--- src/rtl/sortmax_arb_if.sv ---
// sortmax_arb_if: request/burst/result bus between two requesters and the sortmax arbiter
interface sortmax_arb_if #(parameter int W = 8, parameter int LW = 4);
  logic [1:0]    req;
  logic [LW-1:0] len0;
  logic [LW-1:0] len1;
  logic [W-1:0]  din;
  logic          din_valid;
  logic          din_ready;
  logic [1:0]    gnt;
  logic          busy;
  logic [W-1:0]  res;
  logic          res_valid;
  logic          res_id;
  logic          err;
  modport slave (
    input  req, len0, len1, din, din_valid,
    output din_ready, gnt, busy, res, res_valid, res_id, err
  );
  modport master (
    output req, len0, len1, din, din_valid,
    input  din_ready, gnt, busy, res, res_valid, res_id, err
  );
endinterface

--- src/rtl/sortmax_arb_ctrl.sv ---
// sortmax_arb_ctrl: round-robin scheduler sharing one running-max datapath between two requesters
module sortmax_arb_ctrl #(
  parameter int W       = 8,
  parameter int LW      = 4,
  parameter int TIMEOUT = 31
) (
  input logic           clk,
  input logic           rst,
  sortmax_arb_if.slave  bus
);
  typedef enum logic [1:0] {IDLE, ACCUM, DONE} state_t;
  state_t        state, state_n;
  logic [LW-1:0] len_q, len_n, cnt, cnt_n;
  logic [5:0]    wdt, wdt_n;
  logic [W-1:0]  max_reg, max_n, res_n;
  logic          id, id_n, last_id, last_id_n, pick, grant;
  logic [1:0]    gnt_n;
  logic          busy_n, rdy_n, rv_n, rid_n, err_n;
  logic          beat, zero_len, last_beat, tmo;
  assign beat      = bus.din_valid & bus.din_ready;
  assign zero_len  = len_q == '0;
  assign last_beat = beat && cnt == len_q - 1'b1;
  assign tmo       = !beat && wdt == 6'(TIMEOUT - 1);
  // on a tie the requester that was not served last wins
  assign pick      = bus.req == 2'b11 ? ~last_id : bus.req[1];
  always_ff @(posedge clk or posedge rst) begin
    if (rst) begin
      state         <= IDLE;
      len_q         <= '0;
      cnt           <= '0;
      wdt           <= '0;
      max_reg       <= '0;
      id            <= 1'b0;
      last_id       <= 1'b1;
      bus.gnt       <= 2'b00;
      bus.busy      <= 1'b0;
      bus.din_ready <= 1'b0;
      bus.res       <= '0;
      bus.res_valid <= 1'b0;
      bus.res_id    <= 1'b0;
      bus.err       <= 1'b0;
    end else begin
      state         <= state_n;
      len_q         <= len_n;
      cnt           <= cnt_n;
      wdt           <= wdt_n;
      max_reg       <= max_n;
      id            <= id_n;
      last_id       <= last_id_n;
      bus.gnt       <= gnt_n;
      bus.busy      <= busy_n;
      bus.din_ready <= rdy_n;
      bus.res       <= res_n;
      bus.res_valid <= rv_n;
      bus.res_id    <= rid_n;
      bus.err       <= err_n;
    end
  end
  always_comb begin
    state_n = state == IDLE  ? (bus.req != 2'b00 ? ACCUM : IDLE) :
              state == ACCUM ? (zero_len || last_beat || tmo ? DONE : ACCUM) : IDLE;
  end
  // outputs are registered, so they are decoded from the state being entered
  always_comb begin
    grant     = state == IDLE && bus.req != 2'b00;
    id_n      = grant ? pick : id;
    len_n     = grant ? (pick ? bus.len1 : bus.len0) : len_q;
    cnt_n     = grant ? '0 : beat ? cnt + 1'b1 : cnt;
    wdt_n     = grant || beat ? '0 : state == ACCUM ? wdt + 1'b1 : wdt;
    max_n     = grant ? '0 : beat && bus.din > max_reg ? bus.din : max_reg;
    last_id_n = state == DONE ? id : last_id;
    gnt_n     = state_n == ACCUM ? (id_n ? 2'b10 : 2'b01) : 2'b00;
    busy_n    = state_n != IDLE;
    rdy_n     = state_n == ACCUM && len_n != '0;
    rv_n      = state_n == DONE;
    res_n     = rv_n ? max_n : bus.res;
    rid_n     = rv_n ? id : bus.res_id;
    err_n     = rv_n && (zero_len || tmo);
  end
endmodule

--- src/flat_wrapper.sv ---
// flat-port wrapper written by rule: the top's interface ports become plain ports
module sortmax_arb_ctrl_flat 
#(
  parameter int W       = 8,
  parameter int LW      = 4,
  parameter int TIMEOUT = 31
)
  (clk, rst, bus_req, bus_len0, bus_len1, bus_din, bus_din_valid, bus_din_ready, bus_gnt, bus_busy, bus_res, bus_res_valid, bus_res_id, bus_err);
  sortmax_arb_if #(.W(W), .LW(LW)) bus_i ();
  input logic clk;
  input logic rst;
  input wire logic [$bits(bus_i.req)-1:0] bus_req;
  input wire logic [$bits(bus_i.len0)-1:0] bus_len0;
  input wire logic [$bits(bus_i.len1)-1:0] bus_len1;
  input wire logic [$bits(bus_i.din)-1:0] bus_din;
  input wire logic [$bits(bus_i.din_valid)-1:0] bus_din_valid;
  output wire logic [$bits(bus_i.din_ready)-1:0] bus_din_ready;
  output wire logic [$bits(bus_i.gnt)-1:0] bus_gnt;
  output wire logic [$bits(bus_i.busy)-1:0] bus_busy;
  output wire logic [$bits(bus_i.res)-1:0] bus_res;
  output wire logic [$bits(bus_i.res_valid)-1:0] bus_res_valid;
  output wire logic [$bits(bus_i.res_id)-1:0] bus_res_id;
  output wire logic [$bits(bus_i.err)-1:0] bus_err;
  assign bus_i.req = bus_req;
  assign bus_i.len0 = bus_len0;
  assign bus_i.len1 = bus_len1;
  assign bus_i.din = bus_din;
  assign bus_i.din_valid = bus_din_valid;
  assign bus_din_ready = bus_i.din_ready;
  assign bus_gnt = bus_i.gnt;
  assign bus_busy = bus_i.busy;
  assign bus_res = bus_i.res;
  assign bus_res_valid = bus_i.res_valid;
  assign bus_res_id = bus_i.res_id;
  assign bus_err = bus_i.err;
  sortmax_arb_ctrl #(.W(W), .LW(LW), .TIMEOUT(TIMEOUT)) u_core (.clk(clk), .rst(rst), .bus(bus_i));
endmodule
--- config.mk ---
export PLATFORM = sky130hd
export DESIGN_NAME = sortmax_arb_ctrl_flat
export DESIGN_NICKNAME = d
export VERILOG_FILES = /design/src/rtl/sortmax_arb_if.sv /design/src/rtl/sortmax_arb_ctrl.sv /design/src/flat_wrapper.sv
export SDC_FILE = /design/constraint.sdc
export NUM_CORES = 1
export LEC_CHECK = 0
export BUFFER_PORTS_ARGS = -buffer_cell sky130_fd_sc_hd__buf_2
export CAP_MARGIN = 20
export CORE_MARGIN = 4
export CORE_UTILIZATION = 55
export CTS_CLUSTER_DIAMETER = 30
export CTS_CLUSTER_SIZE = 28
export DETAILED_ROUTE_END_ITERATION = 12
export PLACE_DENSITY = 0.74
export SYNTH_ARGS = -nofsm -noshare
export SYNTH_HDL_FRONTEND = slang
export SYNTH_SLANG_ARGS = --single-unit
--- constraint.sdc ---
create_clock -name clk -period 2.3 [get_ports clk]
set_input_delay 0 -clock clk [delete_from_list [all_inputs] [get_ports clk]]
set_output_delay 0 -clock clk [all_outputs]
set_load 0.03 [all_outputs]
; Word level (Yosys, flattened, before mapping)
; Cells that the tools add are included.
; Widths: inputs -> output; s select.
[word_totals]
word_cells = 61
regBits = 41
output_inout_bits = 15
input_bits = 21
[classes]
mux = 16
add_sub_neg = 3
order_cmp = 1
n_eq_ne = 7
bitwise_logic = 2
n_reduce_logical = 18
[ops]
columns = operator, n
row1 = $mux 4, 4
row2 = $mux 8, 2
row3 = $mux 6, 2
row4 = $mux 2, 5
row5 = $gt 8x8->1, 1
row6 = $reduce_bool 2->1, 4
row7 = $add 6x1->6 const B, 1
row8 = $eq 2x2->1 const B, 3
row9 = $eq 6x5->1 const B, 1
row10 = $logic_and 1x1->1, 6
row11 = $add 4x1->4 const B, 1
row12 = $eq 2x1->1 const B, 2
row13 = $eq 4x4->1, 1
row14 = $logic_not 4->1, 1
row15 = $logic_or 1x1->1, 4
row16 = $reduce_bool 4->1, 1
row17 = $sub 4x1->4 const B, 1
row18 = $mux 1, 3
row19 = $logic_not 2->1, 1
row20 = $and 1x1->1, 1
row21 = $logic_not 1->1, 1
row22 = $not 1->1, 1

; Depth between registers and ports, before layout
[logic_depth]
ltp_word = 10
depth_mapped = 8
depth_no_buf = 7

; Least setup slack after synthesis
; No wires, ideal clock.
[synth_timing]
kind = register to register
start = register u_core.len_q[0]
end = register u_core.bus.res_id
path_stages_with_launch = 9
setup_time_ps = 125
t_arrival_ps = 1760
period_less_slack_ps = 1885
path_buffers = 1
required_ps = 2175
path_slack_ps = 415
path_cell_list = dfrtp_1 inv_1 ha_1 xor2_1 nand3_1 o31ai_2 and2_1 buf_4 mux2_4
[synth_between]
elab_chain_cells = 9
word_cells_on_any_way = 10
classes_between = add/sub: 1 / eq/ne: 2 / mux: 3 / reduce/logical: 4
[synth_lines]
columns = item, line
row1 = from (decl), sortmax_arb_ctrl.sv:13  ; logic [LW-1:0] len_q, len_n, cnt, cnt_n;
row2 = from (signal assigned), sortmax_arb_ctrl.sv:44  ; len_q <= len_n;
row3 = $sub 4x1->4, sortmax_arb_ctrl.sv:22  ; assign last_beat = beat && cnt == len_q - 1'b1;
row4 = $eq 4x4->1, sortmax_arb_ctrl.sv:22
row5 = $logic_and 1x1->1, sortmax_arb_ctrl.sv:22
row6 = $logic_or 1x1->1 * (2 in a row), sortmax_arb_ctrl.sv:61  ; state == ACCUM ? (zero_len || last_beat || tmo ? DONE : ACCUM) : IDLE;
row7 = $mux 2 * (2 in a row), sortmax_arb_ctrl.sv:61
row8 = $mux 2 *, sortmax_arb_ctrl.sv:60  ; state_n = state == IDLE ? (bus.req != 2'b00 ? ACCUM : IDLE) :
row9 = net u_core.state_n[1], sortmax_arb_ctrl.sv:12  ; state_t state, state_n;
row10 = $eq 2x2->1 *, sortmax_arb_ctrl.sv:75  ; rv_n = state_n == DONE;
row11 = to (signal assigned), sortmax_arb_ctrl.sv:55  ; bus.res_id <= rid_n;
row12 = to (decl), sortmax_arb_if.sv:17  ; output din_ready, gnt, busy, res, res_valid, res_id, err
; Mark *: on every way through the listed nets, which the timed path passes. The rest lies on a longest branch.
; A chain may end at the register's enable or synchronous reset.

; Worst setup path after layout
[layout_timing]
start = register u_core.len_q[0]
end = register u_core.bus.din_ready
[layout_between]
elab_chain_cells = 10
word_cells_on_any_way = 13
classes_between = add/sub: 1 / eq/ne: 2 / mux: 4 / reduce/logical: 6
[layout_lines]
columns = item, line
row1 = $sub 4x1->4, sortmax_arb_ctrl.sv:22
row2 = $eq 4x4->1, sortmax_arb_ctrl.sv:22
row3 = $logic_and 1x1->1, sortmax_arb_ctrl.sv:22
row4 = $logic_or 1x1->1 (2 in a row), sortmax_arb_ctrl.sv:61
row5 = $mux 2 (2 in a row), sortmax_arb_ctrl.sv:61
row6 = $mux 2, sortmax_arb_ctrl.sv:60
row7 = $eq 2x1->1, sortmax_arb_ctrl.sv:74  ; rdy_n = state_n == ACCUM && len_n != '0;
row8 = $logic_and 1x1->1 *, sortmax_arb_ctrl.sv:74
row9 = net u_core.rdy_n, sortmax_arb_ctrl.sv:18  ; logic busy_n, rdy_n, rv_n, rid_n, err_n;
row10 = to (signal assigned), sortmax_arb_ctrl.sv:52  ; bus.din_ready <= rdy_n;
row11 = to (decl), sortmax_arb_if.sv:17
; Marks and branches as above.

==> flow_summary.toml <==
[sta]
hold_ws_ns = 0.03711
setup_violations = 0
finClkSkew_ns = 0.004238
fin_setup_tns_ns = 0
tightest_slew_ns = 0.5247
period_share_pct = 85.86
drv_slew = 0
slew_headroom_pct = 64.79
rsz0062_at_grt = "no"
timing.fmax_mhz = 506.4
hold_viol = 0
layout_min_cycle_time_ns = 1.975

[logic_synthesis]
synthArstFlopShare_pct = 100.0
synth_edf_count = 0
synth_top_cell_area_share_pct = 47.88
synthesis.area_um2 = 2091
synth_nets = 242
syn_inst = 209
yosysUniqueCellTypes = 36
synth.most_common_cell = "dfrtp_1"
synthTopCellsByCount = "40 x dfrtp_1, 26 x a21oi_1, 17 x inv_1"
ys_ff_latch = 41
synth_ff_type = "dfrtp_1"
postSynthAreaPerCell_um2 = 10.00
seq_area_frac_synth_pct = 49.13
synthTopCellsByArea = "dfrtp_1 48%, ha_1 7.2%, a21oi_1 6.2%, o211ai_1 3.2%, inv_1 3.1%"
yosysWarningCount = 0
synth_top_area_cell = "dfrtp_1"

[clock_tree]
numCtsBuffers = 5
post_cts_buffers = 0
clk_latency_ns = 0.29
cts_buffer_depth = 2
cts.htree.levels = 2
cts_root_buf = "clkbuf_8"
clk_pin_slew_ns = 0.07
tritoncts = "yes"
cts.sinks = 41

[critical_path]
path_cells = "inv_1, ha_1, xor2_1, nand3_1, o31ai_2, buf_4, o21a_1, a41oi_1"
startpoint = "u_core.len_q[0]$_DFF_PP0_"
regToRegStartpoint = "u_core.len_q[0]$_DFF_PP0_"
worstSetupEndpoint = "u_core.bus.din_ready$_DFF_PP0_"
critical_path.max_stage_delay_ns = 0.42
cp.required_ns = 2.46
cp.arrival_ns = 2.13
setup.worst_path.class = "flop to flop"
worstSetupPathDepth = 8
ff2ff_path_depth = 8
worst-path-buf-inv = 2
r2r-end = "u_core.bus.din_ready$_DFF_PP0_"
cp_slowest_cell = "dfrtp_1"
cp_max_fo = 10
cp_top_family = "compound AO/OA/AOI/OAI gates"
cp-end-kind = "flop"
startpoint_type = "flop"
r2r_setup_slack_ns = 0.33

[job]
max_cap_violations = 0

[global_route]
grt_max_degree = 42
first_global_vias = 1659
grtUsageTotal_pct = 19.66
grt_pass1_wl_um = 7610
antenna_found_initial = 0
grt_overflow = 0

[placed_design]
gp_congestion = 0.7834
io_buffers = 35
dpl_cell_area_um2 = 2354
dp_hpwl_um = 3288

[routing]
viasPerCell = 5.430
wl_per_cell_um = 14.34
drc = 0
wl_um = 4332
vias = 1640
first_pass_iters = 4
ant_nets = 0
drt_iter0_markers = 107

[power]
power_density_nw_per_um2 = 1337
peakVddDrop_mv = 0.9311
finalPower_mw = 3.281
p_leak_nw = 1.170

[floorplan]
fp.dieW_um = 69.66
die_y_um = 69.66
row_count = 22
ioPinCount = 36
core_area_um2 = 3661
start_util_pct = 57.11
fp.dieArea_um2 = 4852

[finish]
diodes = 0
drive_gt1_share_pct = 22.05
fill_cells = 304
final_util_pct = 67.02
syn_to_final_growth_pct = 17.35
final_area_um2 = 2454
nNetsFinal = 286

[min_path]
worstHoldPathCells = 3
hold_class = "input port to flop"

[outcome]
status = "finished, final reports clean"
per-stage QoR:
step                      setup slack (ns)  std cells
final                               0.3252        302
after CTS                           0.3193        302
after global routing                0.1101        302
after floorplan                     0.4151        209
after global placement              0.3586        293
after detailed placement            0.3355        293
cell type report:
type,count,area [um^2],area share (%)
Sequential cell,41,1027,41.87
Multi-Input combinational cell,144,967.2,39.42
Timing Repair Buffer,44,245.2,9.995
Clock buffer,8,90.09,3.672
Inverter,17,63.81,2.601
Tap cell,48,60.06,2.448
cells by family after synthesis:
logic type / after synthesis / synth area share [%]
muxes: 6 / 3.172
xor gates and xnor gates: 12 / 5.027
and+or+nand+nor: 58 / 13.59
AOI/OAI and AO/OA: 56 / 17.29
buffers and inverters: 24 / 4.608
DFF: 41 / 49.13
adders and majority gates: 12 / 7.181
report_power, final:
group	internal (mW)	total, mW	switching (mW)
Sequential	1.00	1.20	0.201
Clock	0.245	0.476	0.232
Combinational	0.592	1.60	1.01
layer usage:
| layer | wire (um) | part of all wire (%) | global-route usage (%) |
|---|---|---|---|
| met5 | 0 | 0 | 0 |
| met4 | 45 | 1.0 | 7.021 |
| met3 | 166 | 3.8 | 4.493 |
| met2 | 2079 | 48 | 31.25 |
| met1 | 2041 | 47 | 26.40 |
placed cells by master (no fill, tap or decap), types with 2 or more instances in the layout:
master,n
dfrtp_1,40
clkbuf_1,2
a41oi_1,2
xor2_1,7
nor3_1,4
and2_1,3
clkbuf_8,6
nand3_1,11
nand2_1,13
nand4_1,4
a21oi_1,26
nor2b_1,5
nor2_1,13
mux2i_1,4
inv_1,17
a31oi_1,9
and4_1,2
ha_1,12
buf_4,8
buf_2,35
o21a_1,2
o211ai_1,9
xnor2_1,5
what timing repair did:
item	in CTS	in global routing
hold buffers	1	0
gates resized for setup	0	0
hold endpoints to repair	40	0
worst min-delay path by stage:
stage | start | end | slack (ns)
final | bus_din[7] | u_core.max_reg[7]$_DFF_PP0_ | 0.04
after global routing | bus_din[3] | u_core.max_reg[3]$_DFF_PP0_ | 0.05
after CTS | bus_din[7] | u_core.max_reg[7]$_DFF_PP0_ | 0.03
after detailed placement | rst | u_core.bus.res_valid$_DFF_PP0_ | 0.15
after global placement | rst | u_core.bus.res[3]$_DFFE_PP0N_ | 0.15
after floorplan | bus_din[0] | u_core.max_reg[0]$_DFF_PP0_ | 0.19
tightest hold or removal path: stages:
cell and delay (ns):
buf_2 0.11, o211ai_1 0.10, a21oi_1 0.07
Power figures use the tool's default switching activity.
